--- src/rtl/keypad_scanner.sv ---
// Purpose: scans a 4x3 keypad, debounces one key and presents it as clean row/column levels plus a code strobe.
// Latency: press accepted after the capture sample plus DEBOUNCE_SCANS matching samples (plus 2 sync clocks).
// Backpressure: none; key_valid is a one-clock strobe and key_code holds until the next accepted press.
module keypad_scanner #(
    parameter int SCAN_DIV       = 1000,
    parameter int DEBOUNCE_SCANS = 4
) (
    input  logic       clk,
    input  logic       reset_n,
    input  logic [2:0] col_in,
    output logic [3:0] row_drive,
    output logic       row1,
    output logic       row2,
    output logic       row3,
    output logic       row4,
    output logic       col1,
    output logic       col2,
    output logic       col3,
    output logic       key_valid,
    output logic [3:0] key_code,
    output logic       key_held
);

    localparam int CNT_W = $clog2(SCAN_DIV);
    localparam int DB_W  = $clog2(DEBOUNCE_SCANS + 1);

    typedef enum logic [1:0] {
        SCAN     = 2'd0,
        DEBOUNCE = 2'd1,
        HELD     = 2'd2
    } state_t;

    state_t            state_q, state_d;
    logic [2:0]        col_meta, col_sync;
    logic [CNT_W-1:0]  slot_cnt;
    logic              sample;
    logic              single;
    logic [3:0]        row_drive_q, row_drive_d, row_rot;
    logic [2:0]        cap_col_q, cap_col_d;
    logic [DB_W-1:0]   match_q, match_d, match_inc;
    logic [DB_W-1:0]   rel_q, rel_d, rel_inc;
    logic              key_valid_q, key_valid_d;
    logic [3:0]        key_code_q, key_code_d;
    logic              key_held_q, key_held_d;
    logic [3:0]        row_lvl_q, row_lvl_d;
    logic [2:0]        col_lvl_q, col_lvl_d;

    // Map the frozen row and captured column (both one-hot) to the key code.
    function automatic logic [3:0] encode(input logic [3:0] row_oh, input logic [2:0] col_oh);
        logic [3:0] code;
        code = 4'h0;
        case ({row_oh, col_oh})
            7'b0001_001: code = 4'h1;
            7'b0001_010: code = 4'h2;
            7'b0001_100: code = 4'h3;
            7'b0010_001: code = 4'h4;
            7'b0010_010: code = 4'h5;
            7'b0010_100: code = 4'h6;
            7'b0100_001: code = 4'h7;
            7'b0100_010: code = 4'h8;
            7'b0100_100: code = 4'h9;
            7'b1000_001: code = 4'hA;
            7'b1000_010: code = 4'h0;
            7'b1000_100: code = 4'hB;
            default:     code = 4'h0;
        endcase
        return code;
    endfunction

    // Two-flop synchronizer; the raw columns are never used directly.
    always_ff @(posedge clk or negedge reset_n) begin
        if (!reset_n) begin
            col_meta <= 3'b000;
            col_sync <= 3'b000;
        end else begin
            col_meta <= col_in;
            col_sync <= col_meta;
        end
    end

    // Free-running slot counter; the last clock of each slot is the sample point.
    always_ff @(posedge clk or negedge reset_n) begin
        if (!reset_n) begin
            slot_cnt <= '0;
        end else if (slot_cnt == CNT_W'(SCAN_DIV - 1)) begin
            slot_cnt <= '0;
        end else begin
            slot_cnt <= slot_cnt + CNT_W'(1);
        end
    end

    assign sample    = (slot_cnt == CNT_W'(SCAN_DIV - 1));
    assign single    = (col_sync == 3'b001) || (col_sync == 3'b010) || (col_sync == 3'b100);
    assign row_rot   = {row_drive_q[2:0], row_drive_q[3]};
    assign match_inc = match_q + DB_W'(1);
    assign rel_inc   = rel_q + DB_W'(1);

    // FSM state register.
    always_ff @(posedge clk or negedge reset_n) begin
        if (!reset_n) begin
            state_q <= SCAN;
        end else begin
            state_q <= state_d;
        end
    end

    // Datapath and output registers, so every output to the safe comes straight from a flop.
    always_ff @(posedge clk or negedge reset_n) begin
        if (!reset_n) begin
            row_drive_q <= 4'b0001;
            cap_col_q   <= 3'b000;
            match_q     <= '0;
            rel_q       <= '0;
            key_valid_q <= 1'b0;
            key_code_q  <= 4'h0;
            key_held_q  <= 1'b0;
            row_lvl_q   <= 4'b0000;
            col_lvl_q   <= 3'b000;
        end else begin
            row_drive_q <= row_drive_d;
            cap_col_q   <= cap_col_d;
            match_q     <= match_d;
            rel_q       <= rel_d;
            key_valid_q <= key_valid_d;
            key_code_q  <= key_code_d;
            key_held_q  <= key_held_d;
            row_lvl_q   <= row_lvl_d;
            col_lvl_q   <= col_lvl_d;
        end
    end

    // Next-state and next-output logic; all decisions are taken only at the sample point.
    always_comb begin
        state_d     = state_q;
        row_drive_d = row_drive_q;
        cap_col_d   = cap_col_q;
        match_d     = match_q;
        rel_d       = rel_q;
        key_valid_d = 1'b0;
        key_code_d  = key_code_q;
        key_held_d  = key_held_q;
        row_lvl_d   = row_lvl_q;
        col_lvl_d   = col_lvl_q;
        case (state_q)
            SCAN: begin
                if (sample) begin
                    if (single) begin
                        // Freeze on this row and remember which column fired.
                        cap_col_d = col_sync;
                        match_d   = '0;
                        state_d   = DEBOUNCE;
                    end else begin
                        row_drive_d = row_rot;
                    end
                end
            end
            DEBOUNCE: begin
                if (sample) begin
                    // cap_col_q is one-hot, so equality also implies a single column.
                    if (col_sync == cap_col_q) begin
                        if (match_inc == DB_W'(DEBOUNCE_SCANS)) begin
                            state_d     = HELD;
                            match_d     = '0;
                            rel_d       = '0;
                            key_valid_d = 1'b1;
                            key_code_d  = encode(row_drive_q, cap_col_q);
                            key_held_d  = 1'b1;
                            row_lvl_d   = row_drive_q;
                            col_lvl_d   = cap_col_q;
                        end else begin
                            match_d = match_inc;
                        end
                    end else begin
                        state_d     = SCAN;
                        row_drive_d = row_rot;
                    end
                end
            end
            HELD: begin
                if (sample) begin
                    // Any column high, even a different one, restarts the release count.
                    if (col_sync == 3'b000) begin
                        if (rel_inc == DB_W'(DEBOUNCE_SCANS)) begin
                            state_d     = SCAN;
                            rel_d       = '0;
                            key_held_d  = 1'b0;
                            row_lvl_d   = 4'b0000;
                            col_lvl_d   = 3'b000;
                            row_drive_d = row_rot;
                        end else begin
                            rel_d = rel_inc;
                        end
                    end else begin
                        rel_d = '0;
                    end
                end
            end
            default: begin
                state_d = SCAN;
            end
        endcase
    end

    assign row_drive = row_drive_q;
    assign key_valid = key_valid_q;
    assign key_code  = key_code_q;
    assign key_held  = key_held_q;
    assign row1      = row_lvl_q[0];
    assign row2      = row_lvl_q[1];
    assign row3      = row_lvl_q[2];
    assign row4      = row_lvl_q[3];
    assign col1      = col_lvl_q[0];
    assign col2      = col_lvl_q[1];
    assign col3      = col_lvl_q[2];

endmodule

--- config.mk ---
export PLATFORM = sky130hd
export DESIGN_NAME = keypad_scanner
export DESIGN_NICKNAME = d
export VERILOG_FILES = /design/src/rtl/keypad_scanner.sv
export SDC_FILE = /design/constraint.sdc
export NUM_CORES = 1
export LEC_CHECK = 0
export ABC_AREA = 1
export BUFFER_PORTS_ARGS = -buffer_cell sky130_fd_sc_hd__buf_2
export CORE_AREA = 3 3 68 70
export CTS_CLUSTER_SIZE = 8
export DETAILED_ROUTE_END_ITERATION = 7
export DIE_AREA = 0 0 71 73
export PLACE_DENSITY = 0.78
export SYNTH_ARGS = -nofsm -noshare
export SYNTH_HDL_FRONTEND = slang
export SYNTH_SLANG_ARGS = --single-unit
--- constraint.sdc ---
create_clock -name clk -period 1.76 [get_ports clk]
set_input_delay 0.176 -clock clk [delete_from_list [all_inputs] [get_ports clk]]
set_output_delay 0.176 -clock clk [all_outputs]
set_load 0.02 [all_outputs]
Word level (Yosys, flattened, before mapping)
Index checks and enable logic that the tools add are counted.
- flip-flop bits (word level): 44
- add/sub/neg operators: 3
- equal/unequal tests: 31
- multiplexer cells: 57
- reduce and logical (&&, ||, !) cells: 14
- operators by type and width (cell ; count):
    $mux W4 ; 13
    $mux W3 ; 17
    $pmux W4 S11 ; 1
    $eq A7 B4 Y1 const B ; 3
    $eq A7 B5 Y1 const B ; 3
    $eq A7 B6 Y1 const B ; 3
    $ne A2 B2 Y1 const B ; 10
    $pmux W3 S2 ; 3
    $mux W2 ; 8
    $eq A7 B7 Y1 const B ; 2
    $reduce_and A7 Y1 ; 2
    $pmux W4 S3 ; 1
    $add A10 B1 Y10 const B ; 1
    $eq A10 B10 Y1 const B ; 1
    $mux W1 ; 10
    $mux W10 ; 1
    $reduce_and A5 Y1 ; 2
    $eq A3 B3 Y1 const B ; 3
    $pmux W4 S2 ; 1
    $reduce_and A8 Y1 ; 1
    $add A3 B1 Y3 const B ; 2
    $pmux W2 S3 ; 1
    $reduce_and A4 Y1 ; 1
    $reduce_bool A2 Y1 ; 2
    other kinds (12) ; 13

Longest topological paths before layout
- depth after elaboration: 6
- mapped depth: 11
- depth with buffers taken out: 11

Least setup slack after synthesis
No wires, ideal clock.
- path type: register -> register
- start: register slot_cnt[0]
- end: register row_drive_q[1] (netlist: row_drive[1])
- library setup time: 0.117 ns
- arrival time: 1.402 ns
- setup slack: 0.240 ns
- cell stages (with the launch flop): 11
- path buffers: 0
- clock period less this slack: 1.520 ns
- cells stage by stage: dfrtp_1 -> ha_1 -> nand2_1 -> inv_1 -> nand3_1 -> nand2_1 -> nand2_2 -> nor2_1 -> nand2_2 -> nand2_1 -> nand2_1
- word-level cells in the longest chain between the ends: 3
- ends and longest elaborated chain (element ; RTL line ; source):
    from (decl) ; 35 ; logic [CNT_W-1:0] slot_cnt;
    from (signal assigned) ; 88 ; slot_cnt <= slot_cnt + CNT_W'(1);
    $eq A10 B10 Y1 (*) ; 92 ; assign sample = (slot_cnt == CNT_W'(SCAN_DIV - 1));
    $ne A2 B2 Y1 (no line) ; n/a ;
    $reduce_and A8 Y1 (no line) (*) ; n/a ;
    to (signal assigned) ; 120 ; row_drive_q <= row_drive_d;
    to (decl) ; 38 ; logic [3:0] row_drive_q, row_drive_d, row_rot;
Mark *: on every way between the ends. The rest lies on a longest branch, timed or not.
A chain may end at the register's enable or synchronous reset.

Final worst setup path
- start: register slot_cnt[0]
- end: register match_q[1]
- word-level cells in the longest chain between the ends: 3
- ends and longest elaborated chain (element ; RTL line ; source):
    $eq A10 B10 Y1 (*) ; 92 ;
    $ne A2 B2 Y1 (no line) ; n/a ;
    $reduce_and A5 Y1 (no line) (*) ; n/a ;
    to (signal assigned) ; 122 ; match_q <= match_d;
    to (decl) ; 40 ; logic [DB_W-1:0] match_q, match_d, match_inc;
Marked as above.

==> run metrics <==
status finished clean; reg2reg start slot_cnt[0]; synth warn 0; main combinational cell family by area after synthesis simple AND/OR/NAND/NOR gates; WHS Endpoint col_sync[2]; Initial DRC Count 139; initial antenna violation count 0; Yosys reg bits 44; Routed Antenna Nets 0; Synth Area in Compound Gates 6.63%; initial cell density of the core 59.9%; clock skew 9.88 ps; Final WS setup 112 ps; die width 71 µm; number of diodes 0; Final Cycle Share 93.6%; post-DP HPWL 3690 µm; DR DRC count 0; CTS sink cnt 44; top post-synthesis cells by area dfrtp_1 (45%), nand2_1 (15%), nand3_1 (6.4%); IR drop worst, VDD 0.668 mV; CTS tree yes; Worst Setup Start Kind flop; Die Ht 73 µm; Worst-Skew Late Latency 300 ps; Peak Freq 0.607 GHz; critical path endpoint category flop; DP Cell Count 390; final RePlAce weighted congestion 0.992; all-layer global routing usage 19.8%; Critical R2R Capture match_q[1]; clk slew on worst S/H paths 90 ps; Die ar. 0.00518 mm²; IO Pins 22; mux cell area share after synthesis 0%; PwrDens 685 mW/mm²; Total Wirelength 4910 µm; Post-synth EDFFs 0; Max-cap violations 0; GRT busiest layer met2; Synth Flop Type dfrtp_1; vias after detailed routing 2093; Req. time, crit path 1960 ps; Worst Setup Path Type flop to flop; min-delay worst type flop to flop; grt ovf 0; first-pass GRT wire length 8260 µm; syn_nets 326; core area 0.00403 mm²; post-place setup slack 53.2 ps; GR Util met2 32.7%; Final nets 363; highest cell delay on the worst timing path 410 ps; top cell type's share of synthesized area 44.6%; worst setup path startpoint slot_cnt[0]; Seq/Total Area, Yosys 45.6%; # port buffers 21; root buf cell clkbuf_8; met3 capacity usage during global routing 3.17%; # fillers 333; CP dominant cell by count nand2_1; average cell area after synthesis 7.64 µm²; WP data arrival 1840 ps; Via-to-Cell Ratio 5.18; mapped cell area 0.00241 mm²; CP top delay family simple AND/OR/NAND/NOR gates; Synth Area in Adders 2.59%; worst-path cell chain ha_2 -> nand2_2 -> inv_2 -> nand3_2 -> buf_6 -> nand2_1 -> inv_2 -> nor2_4 -> nand2_2 -> nand2_1 -> nand2_1; CTS Buf Count 5; largest area contributor in the netlist dfrtp_1; Wirelength per Cell 12.1 µm; Final Max Tran Viols 0; Post-Synth Simple-Gate Area 37.7%; critical-path maximum fanout 5; Synth async-reset ratio 100%; Bufs and invs on worst path 3; Netlist cell types 31; Post-Layout Cell Count 404; Worst Hold Path Cells 0; Max H-tree Level 2; flop2flop setup slack 110 ps; XOR/XNOR Fraction of Synth Area 0.725%; most common cell in the netlist nand2_1; Area Overhead vs Synth 16.9%; Slew HR 64.0%; CP max-delay cell dfrtp_1; leakage 1.48 nW; number of global-route vias before repair 1910; Hold Crit Start col_meta[2]; most frequent cells after synthesis nand2_1 (99), dfrtp_1 (43), nor2_1 (35); final hold violations 0; Gate Count Post-Synth 316; Finish-stage setup viols 0; Worst Max-Slew Pin Slew 541 ps; clock buffer depth 2; fin crit period 1650 ps; # rows 23; Reg2Reg Depth 11; pin count of the biggest net entering global routing 24; DRT Pass-1 Iters 4; worst hold margin 357 ps; met1 Track Usage GR 26.3%; share of cells above drive strength 1 20.9%
[cells in the final DEF, fill, tap and decap left out, types with 2 or more instances in the layout]
cell,n
nand3b_1,4
clkbuf_8,7
nor2_1,34
dlygate4sd3_1,4
nand3_2,4
nand2_1,97
nor2_4,3
nand3_1,29
o21ai_2,2
nand4_1,7
nand2_2,7
buf_4,5
inv_1,28
dfrtp_1,43
a21oi_1,11
ha_1,4
o21ai_1,2
nor2_2,4
o21ai_0,9
nor3_1,4
inv_2,10
buf_2,21
[final cells by class]
type                            count  area, µm²  area share [%]
Clock buffer                        7       96.3            3.41
Tap cell                           50       62.6            2.22
Multi-Input combinational cell    232       1180            41.6
Clock inverter                      1       30.0            1.06
Sequential cell                    44       1100            39.0
Inverter                           38        143            5.05
Timing Repair Buffer               32        214            7.58
[cell families after synthesis]
| family | Yosys count |
|---|---|
| AND/OR/NAND/NOR | 198 |
| AO/OA/AOI/OAI | 27 |
| XOR/XNOR | 2 |
| buffers and inverters | 40 |
| adder cells (fa/ha/maj) | 5 |
| flip-flops | 44 |
[report_power, final]
part	internal [mW]	leakage (nW)	switching (mW)	total, mW
sequential	1.02	0.583	0.00431	1.02
clock	0.501	0.0645	0.341	0.842
combinational	0.0258	0.833	0.0444	0.0702
[routing by layer]
metal,up-vias,wire length [µm]
met5,-,0
met3,8,188
met1,958,2350
li1,1082,-
met2,45,2300
met4,0,70
[registers in the layout, indices dropped and copies added, names as in the netlist]
signal,count
row_drive,4
col_sync,3
cap_col_q,3
slot_cnt,10
key_held,1
state_q,2
rel_q,3
col_meta,3
col_lvl_q,3
key_code,4
row_lvl_q,4
key_valid,1
match_q,3
[timing repair]
item,CTS,global route
hold buffers,4,0
setup buffers,0,2
resized for setup,0,10
endpoints found under the hold margin,24,0
setup endpoints to repair,0,24
[worst max path at each step]
stage	cells past startpoint	end	slack (ps)
after CTS	11	match_q[1]	50
after global placement	11	match_q[1]	110
after global routing	10	row_lvl_q[0]	-20
after detailed placement	11	match_q[1]	50
final	11	match_q[1]	110
after floorplan	10	row_drive[1]	240
[stage by stage]
step	area (µm²)	TNS (ps)	total power, mW	utilization [%]
5_1_grt	2820	-46.9	2.00	70.1
4_1_cts	2780	0	1.96	69.0
3_5_place_dp	2610	0	1.11	64.9
3_3_place_gp	2610	0	1.10	64.9
2_1_floorplan	2410	0	1.07	-
6_report	2820	0	1.93	70.1
Power figures use the tool's default switching activity.
